[src/rtl/dm_arbiter_if.sv]
// dm_arbiter_if: cpu, dbg and dm buses for dm_arbiter.
// master = arbiter side, slave = requesters and memory side.
interface dm_arbiter_if #(
    parameter int AW = 16,
    parameter int DW = 32
);
    logic          cpu_req;
    logic          cpu_we;
    logic [AW-1:0] cpu_addr;
    logic [DW-1:0] cpu_wdata;
    logic          cpu_gnt;
    logic          cpu_valid;
    logic [DW-1:0] cpu_rdata;
    logic          dbg_req;
    logic          dbg_we;
    logic [AW-1:0] dbg_addr;
    logic [DW-1:0] dbg_wdata;
    logic          dbg_lock;
    logic          dbg_gnt;
    logic          dbg_valid;
    logic [DW-1:0] dbg_rdata;
    logic [AW-1:0] mem_addr;
    logic [DW-1:0] mem_wdata;
    logic          mem_we;
    logic [DW-1:0] mem_rdata;

    modport master (
        input  cpu_req, cpu_we, cpu_addr, cpu_wdata,
        output cpu_gnt, cpu_valid, cpu_rdata,
        input  dbg_req, dbg_we, dbg_addr, dbg_wdata, dbg_lock,
        output dbg_gnt, dbg_valid, dbg_rdata,
        output mem_addr, mem_wdata, mem_we,
        input  mem_rdata
    );

    modport slave (
        output cpu_req, cpu_we, cpu_addr, cpu_wdata,
        input  cpu_gnt, cpu_valid, cpu_rdata,
        output dbg_req, dbg_we, dbg_addr, dbg_wdata, dbg_lock,
        input  dbg_gnt, dbg_valid, dbg_rdata,
        input  mem_addr, mem_wdata, mem_we,
        output mem_rdata
    );
endinterface

[src/rtl/dm_arbiter.sv]
// dm_arbiter: round-robin cpu/dbg sharing of single-port dm, IDLE->ACCESS->RESP.
// Optional grant/conflict counters enabled by DM_ARB_STATS_EN.
module dm_arbiter #(
    parameter int AW = 16,
    parameter int DW = 32
) (
    input  logic                clk,
    input  logic                rst,
`ifdef DM_ARB_STATS_EN
    output logic [15:0]         cpu_gnt_cnt,
    output logic [15:0]         dbg_gnt_cnt,
    output logic [15:0]         conflict_cnt,
`endif
    output logic                busy,
    dm_arbiter_if.master        bus
);
    typedef enum logic [1:0] {IDLE, ACCESS, RESP} state_t;

    state_t        state, state_n;
    logic          last_dbg;
    logic          own_dbg;
    logic          lat_we;
    logic [AW-1:0] lat_addr;
    logic [DW-1:0] lat_wdata;
    logic [DW-1:0] cpu_rdata_q;
    logic [DW-1:0] dbg_rdata_q;

    logic el_cpu, el_dbg, arb, take, pick_dbg;

    assign el_cpu   = bus.cpu_req & ~bus.dbg_lock;
    assign el_dbg   = bus.dbg_req;
    assign arb      = (state != ACCESS);
    assign take     = arb & (el_cpu | el_dbg);
    assign pick_dbg = el_dbg & (~el_cpu | ~last_dbg);

    assign bus.cpu_rdata = cpu_rdata_q;
    assign bus.dbg_rdata = dbg_rdata_q;

    // state register
    always_ff @(posedge clk or posedge rst) begin
        if (rst) state <= IDLE;
        else     state <= state_n;
    end

    // next state and access outputs, all decoded from state
    always_comb begin
        state_n       = state;
        busy          = 1'b0;
        bus.cpu_gnt   = 1'b0;
        bus.dbg_gnt   = 1'b0;
        bus.cpu_valid = 1'b0;
        bus.dbg_valid = 1'b0;
        bus.mem_we    = 1'b0;
        bus.mem_addr  = '0;
        bus.mem_wdata = '0;
        unique case (state)
            IDLE: begin
                state_n = take ? ACCESS : IDLE;
            end
            ACCESS: begin
                state_n       = RESP;
                busy          = 1'b1;
                bus.cpu_gnt   = ~own_dbg;
                bus.dbg_gnt   = own_dbg;
                bus.mem_we    = lat_we;
                bus.mem_addr  = lat_addr;
                bus.mem_wdata = lat_wdata;
            end
            RESP: begin
                state_n       = take ? ACCESS : IDLE;
                busy          = 1'b1;
                bus.cpu_valid = ~own_dbg;
                bus.dbg_valid = own_dbg;
            end
            default: state_n = IDLE;
        endcase
    end

    // latch winner's request and remember it for round-robin
    always_ff @(posedge clk or posedge rst) begin
        if (rst) begin
            last_dbg  <= 1'b1;
            own_dbg   <= 1'b0;
            lat_we    <= 1'b0;
            lat_addr  <= '0;
            lat_wdata <= '0;
        end else if (take) begin
            last_dbg  <= pick_dbg;
            own_dbg   <= pick_dbg;
            lat_we    <= pick_dbg ? bus.dbg_we    : bus.cpu_we;
            lat_addr  <= pick_dbg ? bus.dbg_addr  : bus.cpu_addr;
            lat_wdata <= pick_dbg ? bus.dbg_wdata : bus.cpu_wdata;
        end
    end

    // capture read data into the owner's register at the end of ACCESS
    always_ff @(posedge clk or posedge rst) begin
        if (rst) begin
            cpu_rdata_q <= '0;
            dbg_rdata_q <= '0;
        end else if (state == ACCESS && !lat_we) begin
            if (own_dbg) dbg_rdata_q <= bus.mem_rdata;
            else         cpu_rdata_q <= bus.mem_rdata;
        end
    end

`ifdef DM_ARB_STATS_EN
    // saturating grant and conflict counters, stepped at arbitration edges
    always_ff @(posedge clk or posedge rst) begin
        if (rst) begin
            cpu_gnt_cnt  <= '0;
            dbg_gnt_cnt  <= '0;
            conflict_cnt <= '0;
        end else if (take) begin
            if (pick_dbg && dbg_gnt_cnt != 16'hFFFF)
                dbg_gnt_cnt <= dbg_gnt_cnt + 16'd1;
            if (!pick_dbg && cpu_gnt_cnt != 16'hFFFF)
                cpu_gnt_cnt <= cpu_gnt_cnt + 16'd1;
            if (el_cpu && el_dbg && conflict_cnt != 16'hFFFF)
                conflict_cnt <= conflict_cnt + 16'd1;
        end
    end
`endif
endmodule

[src/flat_wrapper.sv]
// flat-port wrapper written by rule: the top's interface ports become plain ports
module dm_arbiter_flat 
#(
    parameter int AW = 16,
    parameter int DW = 32
)
  (clk, rst, busy, bus_cpu_req, bus_cpu_we, bus_cpu_addr, bus_cpu_wdata, bus_cpu_gnt, bus_cpu_valid, bus_cpu_rdata, bus_dbg_req, bus_dbg_we, bus_dbg_addr, bus_dbg_wdata, bus_dbg_lock, bus_dbg_gnt, bus_dbg_valid, bus_dbg_rdata, bus_mem_addr, bus_mem_wdata, bus_mem_we, bus_mem_rdata);
  dm_arbiter_if #(.AW(AW), .DW(DW)) bus_i ();
  input  logic clk;
  input  logic rst;
  output logic busy;
  input wire logic [$bits(bus_i.cpu_req)-1:0] bus_cpu_req;
  input wire logic [$bits(bus_i.cpu_we)-1:0] bus_cpu_we;
  input wire logic [$bits(bus_i.cpu_addr)-1:0] bus_cpu_addr;
  input wire logic [$bits(bus_i.cpu_wdata)-1:0] bus_cpu_wdata;
  output wire logic [$bits(bus_i.cpu_gnt)-1:0] bus_cpu_gnt;
  output wire logic [$bits(bus_i.cpu_valid)-1:0] bus_cpu_valid;
  output wire logic [$bits(bus_i.cpu_rdata)-1:0] bus_cpu_rdata;
  input wire logic [$bits(bus_i.dbg_req)-1:0] bus_dbg_req;
  input wire logic [$bits(bus_i.dbg_we)-1:0] bus_dbg_we;
  input wire logic [$bits(bus_i.dbg_addr)-1:0] bus_dbg_addr;
  input wire logic [$bits(bus_i.dbg_wdata)-1:0] bus_dbg_wdata;
  input wire logic [$bits(bus_i.dbg_lock)-1:0] bus_dbg_lock;
  output wire logic [$bits(bus_i.dbg_gnt)-1:0] bus_dbg_gnt;
  output wire logic [$bits(bus_i.dbg_valid)-1:0] bus_dbg_valid;
  output wire logic [$bits(bus_i.dbg_rdata)-1:0] bus_dbg_rdata;
  output wire logic [$bits(bus_i.mem_addr)-1:0] bus_mem_addr;
  output wire logic [$bits(bus_i.mem_wdata)-1:0] bus_mem_wdata;
  output wire logic [$bits(bus_i.mem_we)-1:0] bus_mem_we;
  input wire logic [$bits(bus_i.mem_rdata)-1:0] bus_mem_rdata;
  assign bus_i.cpu_req = bus_cpu_req;
  assign bus_i.cpu_we = bus_cpu_we;
  assign bus_i.cpu_addr = bus_cpu_addr;
  assign bus_i.cpu_wdata = bus_cpu_wdata;
  assign bus_cpu_gnt = bus_i.cpu_gnt;
  assign bus_cpu_valid = bus_i.cpu_valid;
  assign bus_cpu_rdata = bus_i.cpu_rdata;
  assign bus_i.dbg_req = bus_dbg_req;
  assign bus_i.dbg_we = bus_dbg_we;
  assign bus_i.dbg_addr = bus_dbg_addr;
  assign bus_i.dbg_wdata = bus_dbg_wdata;
  assign bus_i.dbg_lock = bus_dbg_lock;
  assign bus_dbg_gnt = bus_i.dbg_gnt;
  assign bus_dbg_valid = bus_i.dbg_valid;
  assign bus_dbg_rdata = bus_i.dbg_rdata;
  assign bus_mem_addr = bus_i.mem_addr;
  assign bus_mem_wdata = bus_i.mem_wdata;
  assign bus_mem_we = bus_i.mem_we;
  assign bus_i.mem_rdata = bus_mem_rdata;
  dm_arbiter #(.AW(AW), .DW(DW)) u_core (.clk(clk), .rst(rst), .busy(busy), .bus(bus_i));
endmodule
[config.mk]
export PLATFORM = sky130hd
export DESIGN_NAME = dm_arbiter_flat
export DESIGN_NICKNAME = d
export VERILOG_FILES = /design/src/rtl/dm_arbiter_if.sv /design/src/rtl/dm_arbiter.sv /design/src/flat_wrapper.sv
export SDC_FILE = /design/constraint.sdc
export NUM_CORES = 1
export LEC_CHECK = 0
export ABC_CLOCK_PERIOD_IN_PS = 4100
export CORE_MARGIN = 5
export CORE_UTILIZATION = 39
export DETAILED_ROUTE_END_ITERATION = 8
export PLACE_DENSITY = 0.77
export SYNTH_ARGS = -nofsm -noshare
export SYNTH_HDL_FRONTEND = slang
export SYNTH_SLANG_ARGS = --single-unit
[constraint.sdc]
create_clock -name clk -period 4.1 [get_ports clk]
set_input_delay 1.23 -clock clk [delete_from_list [all_inputs] [get_ports clk]]
set_output_delay 1.23 -clock clk [all_outputs]
set_load 0.05 [all_outputs]
==> flow_summary_export.csv, run 1 <==
group,metric,value,unit
outcome,status,"complete, no violations",
worst_setup_path,worst_path_max_delay_cell,"clkdlybuf4s50_1",
run,max_cap_viol_count,0,
timing,skew,7.89,ps
timing,max_freq,0.261,GHz
floorplan,die_height,135,um
placed_design,dp_hpwl,12900,um
global_route,grt_pass1_vias,5362,
worst_setup_path,crit_chain,"inv_1 > ha_2 > buf_12 > and2_1 > clkdlybuf4s50_1",
routing,drt-pass1-iter-count,4,
clock_network,clkSlewWorstSetupHoldPaths,50,ps
floorplan,rows,45,
yosys,synth_common_cells,"dfrtp_1, and2_1, inv_1",
worst_setup_path,startpoint_type,"register",
routing,via_per_inst,5.18,
worst_setup_path,regToRegSetupSlack,1440,ps
yosys,synth.area.top_cells,"dfrtp_1, and2_1, mux2_4, a221oi_1, mux2_2",
clock_network,cts_sinks,117,
yosys,yosysUniqueCellTypes,29,
clock_network,insertion_delay,400,ps
yosys,synth_ff_type,"dfrtp_1",
timing,finalSetupViolations,0,
worst_setup_path,timing.rr.end,"u_core.bus.cpu_rdata[31]$_DFFE_PP0P_",
yosys,synth_top_area_cell,"dfrtp_1",
timing,max-slew-margin-rel,27.1,%
final_layout,diodes,0,
final_layout,nets,922,
routing,dr_total_vias,5216,
timing,finalHoldViolations,0,
clock_network,clockBufferDepth,2,
global_route,grt_max_degree,99,
placed_design,numPortBuffers,252,
final_layout,layout-drive-gt1-share,15.0,%
final_layout,n_fill_cell,1216,
floorplan,dieArea,18300,um^2
clock_network,ctsHtreeMaxLevel,4,
floorplan,core,15300,um^2
worst_setup_path,cp_max_fo,46,
min_path,worstHoldEndpoint,"u_core.bus.dbg_rdata[0]$_DFFE_PP0P_",
timing,tns,0,ps
timing,slew_violations,0,
worst_setup_path,cp.buffers_inverters,3,
clock_network,ctsHoldBuffers,0,
routing,antenna_left,0,
yosys,yosys_warnings,0,
worst_setup_path,crit-reg2reg-launch,"u_core.state[1]$_DFF_PP0_",
clock_network,cts_resized,0,
global_route,grt_pass1_wl,28300,um
min_path,hp-start,"u_core.bus.dbg_rdata[0]$_DFFE_PP0P_",
clock_network,cts_root_buf,"clkbuf_16",
routing,drt_wl_total,18200,um
final_layout,area_growth_syn_to_layout,52.5,%
yosys,synth_area,6130,um^2
global_route,track_usage,19.4,%
power,p_per_area,879,nW/um^2
yosys,synth_edf_count,0,
clock_network,cts_tree,"yes",
worst_setup_path,endpoint_kind,"output pin",
timing,worst_pin_slew,1090,ps
yosys,ys_seq_area_share,47.8,%
yosys,ys_ff_latch,117,
worst_setup_path,crit_required,2870,ps
worst_setup_path,reg2reg_depth,5,
worst_setup_path,worst_ep_arrival_time,2600,ps
timing,rsz0062_at_grt,"false",
floorplan,initial_utilization,40.0,%
routing,drc_errors,0,
clock_network,cts_buffers,17,
yosys,netlist.area_leader.share,47.3,%
routing,wl_per_cell,18.0,um
yosys,synth.avg_cell_area,11.1,um^2
yosys,netlist_instances,554,
floorplan,ioPinCount,253,
clock_network,cts_setup_buffers,0,
timing,whs,495,ps
floorplan,dieWidth,135,um
routing,drt_iter0_drc,247,
placed_design,routabilityCongestion,0.868,
min_path,hp-class,"register to register",
global_route,grt_overflow,0,
worst_setup_path,slowest_delay,820,ps
power,leakagePower,3.98,nW
min_path,whs_path_depth,1,
yosys,syn_nets,694,
worst_setup_path,critical_path_class,"register to output pin",
timing,final.min_clock_period,3830,ps
power,p_total,8.23,mW
yosys,synthArstFlopShare,100,%
worst_setup_path,critPathTopFamily,"buffers and inverters",
timing,period_share,93.3,%
global_route,antenna_found_initial,3,
yosys,synth_most_common_cell,"dfrtp_1",
power,ir_drop,0.384,mV
==> worst max-delay path by stage <==
stage	from	end	slack, ps	cells after the start
after global routing	u_core.state[1]$_DFF_PP0_	bus_mem_wdata[24]	110	5
after detailed placement	u_core.state[1]$_DFF_PP0_	bus_mem_wdata[15]	650	5
after CTS	u_core.state[1]$_DFF_PP0_	bus_mem_wdata[15]	190	5
after floorplan	u_core.state[1]$_DFF_PP0_	bus_mem_wdata[6]	1320	5
final	u_core.state[1]$_DFF_PP0_	bus_mem_wdata[15]	270	5
after global placement	u_core.state[1]$_DFF_PP0_	bus_mem_addr[8]	730	5
==> final cells by class <==
| class | count | area, um^2 | area share [%] |
|---|---|---|---|
| well taps | 211 | 264 | 2.82 |
| inverters | 53 | 203 | 2.17 |
| clock buffers | 18 | 439 | 4.69 |
| repair buffers | 264 | 2650 | 28.3 |
| flip-flops and latches | 117 | 2930 | 31.3 |
| clock inverters | 14 | 199 | 2.13 |
| multi-input cells | 329 | 2670 | 28.6 |
==> state kept, by name (all words and copies together) (netlist names) <==
name,flops
u_core.bus.cpu_rdata,32
u_core.bus.dbg_rdata,32
u_core.last_dbg,1
u_core.lat_addr,16
u_core.lat_wdata,32
u_core.lat_we,1
u_core.own_dbg,1
u_core.state,2
==> kinds of logic after synthesis <==
kind of cell | count (synthesis) | synth area share, %
simple gates | 110 | 11.3
mux | 64 | 13.6
fa+ha+maj | 5 | 1.02
compound gates | 150 | 17.5
buf+inv | 108 | 8.81
flops | 117 | 47.8
==> per-stage QoR <==
step                      std cells  utilization [%]  setup slack, ps  cell area [um^2]
after global routing           1006             61.1              111              9360
after detailed placement        974             56.9              650              8720
after CTS                      1006             61.1              191              9360
final                          1006             61.1              273              9360
after floorplan                 554                -             1320              6140
after global placement          974             56.9              731              8720
==> routing by layer <==
| metal | routed length, um | global-route usage [%] | up-vias |
|---|---|---|---|
| met2 | 8610 | 31.7 | 266 |
| li1 | - | - | 2414 |
| met3 | 1640 | 6.13 | 29 |
| met4 | 314 | 6.38 | 6 |
| met5 | 33 | 0 | - |
| met1 | 7560 | 24.5 | 2501 |
==> placed cells by master, fill, tap and decap left out <==
cell type        Yosys  final
clkdlybuf4s50_1      0    252
mux2_2              33     33
ha_1                 5      4
o21ai_0             48     48
o2bb2ai_1            2      2
a22oi_1             49     49
bufinv_16            0      4
and3b_2              1      1
mux2_4              30     30
o21ai_1              1      1
nor2b_1              1      1
buf_4                1      9
clkbuf_8             0      1
and2_1             101    100
inv_2                1      1
clkinv_4             0      4
dfstp_2              1      1
clkinv_2             0      2
mux2_1               1      1
and2_2               0      1
a221oi_1            48     48
dfrtp_1            116    116
inv_6                0      3
nor2b_2              1      1
inv_1               52     51
a21o_2               0      1
nor3_2               1      1
clkbuf_16            0     17
nand2_1              1      1
nand2_2              1      1
nor2_1               1      1
ha_2                 0      1
a221oi_2             1      1
nand2b_2             0      1
buf_12               0      3
nand3b_1             1      1
clkinvlp_4           0      2
==> power breakdown <==
group | switching, mW | internal, mW
logic | 2.83 | 1.74
registers | 0.336 | 1.73
clock network | 0.544 | 1.04
Note: power is estimated with default switching activity, not from simulation.
==> run 2, diff against run 1 <==
--- a/config.mk
+++ b/config.mk
@@ -7,9 +7,10 @@
 export LEC_CHECK = 0
 export ABC_CLOCK_PERIOD_IN_PS = 4100
 export CORE_MARGIN = 5
-export CORE_UTILIZATION = 39
+export CORE_UTILIZATION = 30
+export CTS_CLUSTER_SIZE = 10
 export DETAILED_ROUTE_END_ITERATION = 8
-export PLACE_DENSITY = 0.77
+export SLEW_MARGIN = 20
 export SYNTH_ARGS = -nofsm -noshare
 export SYNTH_HDL_FRONTEND = slang
 export SYNTH_SLANG_ARGS = --single-unit
==> run 2 against run 1 <==
Total power decreased by 1.4%. Non-clock buffer count increased by 2. Fmax increased by 0.12%. Cell area increased by 0.52%. Sequential power about the same. Clock skew increased by 4.5 ps. Register-to-register slack got worse by 100 ps. First-iteration DRC count decreased by 38%. Utilization decreased by 14 points. Largest cell class unchanged. Largest power group unchanged.
==> flow_summary_export.csv, run 2 (synthesis results as in run 1) <==
group,metric,value,unit
clock_network,cts_tree,"yes",
routing,wl_per_cell,18.0,um
power,p_clk_share,18.2,%
clock_network,cts_buffers,17,
worst_setup_path,startpoint_type,"register",
final_layout,layout_common_cells,"clkdlybuf4s50_1, dfrtp_1, and2_1, inv_1, a22oi_1",
global_route,grt_max_degree,118,
worst_setup_path,worst_path_max_delay_cell,"clkdlybuf4s50_1",
routing,drt_iter0_drc,154,
floorplan,initial_utilization,30.4,%
final_layout,final_cell_area,9400,um^2
outcome,status,"complete, no violations",
routing,dr_total_vias,5097,
routing,antenna_left,0,
global_route,grt_pass1_vias,5418,
timing,finalHoldViolations,0,
timing,period_share,93.2,%
global_route,antenna_found_initial,1,
final_layout,area_growth_syn_to_layout,53.3,%
power,swShare,45.7,%
final_layout,diodes,0,
run,max_cap_viol_count,0,
worst_setup_path,critPathTopFamily,"buffers and inverters",
final_layout,layout_commonest_cell,"clkdlybuf4s50_1",
floorplan,die_height,153,um
clock_network,clockBufferDepth,2,
timing,max_freq,0.262,GHz
worst_setup_path,cp.buffers_inverters,3,
power,p_total,8.11,mW
worst_setup_path,slowest_delay,800,ps
routing,drt_wl_total,19200,um
power,ir_drop,0.256,mV
power,leakagePower,3.97,nW
final_layout,layout-drive-gt1-share,15.2,%
placed_design,numPortBuffers,252,
timing,rsz0062_at_grt,"false",
clock_network,cts_root_buf,"clkbuf_16",
routing,drc_errors,0,
placed_design,routabilityCongestion,0.788,
floorplan,core,20200,um^2
power,power_frac_comb,56.6,%
placed_design,dp_hpwl,13300,um
timing,slew_violations,0,
min_path,hp-class,"register to register",
timing,max-slew-margin-rel,44.4,%
worst_setup_path,critical_path_class,"register to output pin",
clock_network,insertion_delay,410,ps
timing,finalSetupViolations,0,
power,switchingPower,3.70,mW
worst_setup_path,cp_max_fo,46,
placed_design,pre_cts_ws,658,ps
worst_setup_path,crit_chain,"inv_1 > ha_4 > buf_12 > and2_1 > clkdlybuf4s50_1",
global_route,grt_pass1_wl,30500,um
routing,via_per_inst,4.78,
floorplan,dieWidth,153,um
power,power.internal,4.41,mW
final_layout,n_fill_cell,1917,
clock_network,cts_resized,0,
routing,drt-pass1-iter-count,4,
clock_network,ctsHoldBuffers,0,
worst_setup_path,crit_required,2870,ps
placed_design,placed_cell_area,8810,um^2
worst_setup_path,worst_ep_arrival_time,2590,ps
clock_network,clkSlewWorstSetupHoldPaths,60,ps
global_route,grt_overflow,0,
timing,worst_slack,277,ps
global_route,track_usage,16.3,%
floorplan,ioPinCount,253,
worst_setup_path,endpoint_kind,"output pin",
timing,skew,12.4,ps
clock_network,cts_sinks,117,
clock_network,ctsHtreeMaxLevel,4,
power,p_per_area,862,nW/um^2
timing,worst_pin_slew,831,ps
timing,tns,0,ps
timing,final.min_clock_period,3820,ps
power,seqPwrFrac,25.1,%
floorplan,rows,52,
floorplan,dieArea,23400,um^2
clock_network,cts_setup_buffers,0,
final_layout,nets,924,
-- run 2: cell types whose count changed in the layout (fill, tap and decap cells not counted), sizes merged --
cell | previous run | this run
buf | 12 | 15
bufinv | 4 | 2
inv | 55 | 56
clkdlybuf4s50 | 252 | 251
clkbuf | 18 | 19
-- run 2: power by group through the flow --
| stage | clock network, mW | registers [mW] | logic, mW |
|---|---|---|---|
| global route | 1.58 | 2.11 | 4.84 |
| floorplan | 0 | 3.12 | 2.04 |
| detailed placement | 0 | 2.06 | 4.63 |
| CTS | 1.52 | 2.05 | 4.64 |
| global placement | 0 | 2.05 | 4.61 |
| finish | 1.48 | 2.04 | 4.59 |
-- run 2: worst paths after layout --
kind | startpoint | endpoint | slack [ps] | depth (start not counted)
min in group asynchronous | rst | u_core.lat_wdata[22]$_DFFE_PP0P_ | 1350 | 3
hold / removal | u_core.bus.dbg_rdata[0]$_DFFE_PP0P_ | u_core.bus.dbg_rdata[0]$_DFFE_PP0P_ | 500 | 1
max in group asynchronous | rst | u_core.lat_wdata[24]$_DFFE_PP0P_ | 2240 | 3
setup reg to reg | u_core.state[1]$_DFF_PP0_ | u_core.bus.cpu_rdata[24]$_DFFE_PP0P_ | 1340 | 6
hold reg to reg | u_core.bus.dbg_rdata[0]$_DFFE_PP0P_ | u_core.bus.dbg_rdata[0]$_DFFE_PP0P_ | 500 | 1
setup / recovery | u_core.state[1]$_DFF_PP0_ | bus_mem_addr[7] | 280 | 5
-- run 2: final cells by class --
type / instances / area, um^2 / share of cell area (%)
flip-flops and latches: 117 / 2930 / 31.1
repair buffers: 266 / 2660 / 28.3
inverters: 53 / 203 / 2.16
clock inverters: 13 / 148 / 1.57
clock buffers: 19 / 443 / 4.71
well taps: 270 / 338 / 3.59
multi-input cells: 329 / 2680 / 28.5
-- run 2: layer usage --
layer / GRT usage (%) / routed length, um / vias to the layer above
li1: - / - / 2420
met1: 21.1 / 8730 / 2438
met2: 26.2 / 8770 / 206
met3: 5.37 / 1330 / 31
met4: 5.01 / 367 / 2
met5: 0 / 13 / -
-- run 2: through the flow --
stage / instances / util [%] / hold slack [ps]
5_1_grt: 1067 / 46.6 / 509
3_3_place_gp: 1035 / 43.7 / 477
6_report: 1067 / 46.6 / 496
3_5_place_dp: 1035 / 43.7 / 482
4_1_cts: 1067 / 46.6 / 496
2_1_floorplan: 554 / - / 470
==> run 3, diff against run 2 <==
--- a/config.mk
+++ b/config.mk
@@ -6,10 +6,13 @@
 export NUM_CORES = 1
 export LEC_CHECK = 0
 export ABC_CLOCK_PERIOD_IN_PS = 4100
+export CAP_MARGIN = 0
 export CORE_MARGIN = 5
-export CORE_UTILIZATION = 30
+export CORE_UTILIZATION = 39
+export CTS_CLUSTER_DIAMETER = 120
 export CTS_CLUSTER_SIZE = 10
 export DETAILED_ROUTE_END_ITERATION = 8
+export PLACE_DENSITY = 0.77
 export SLEW_MARGIN = 20
 export SYNTH_ARGS = -nofsm -noshare
 export SYNTH_HDL_FRONTEND = slang
==> results of run 3 <==
The final DEF is identical to that of run 1; final timing and power are the same.
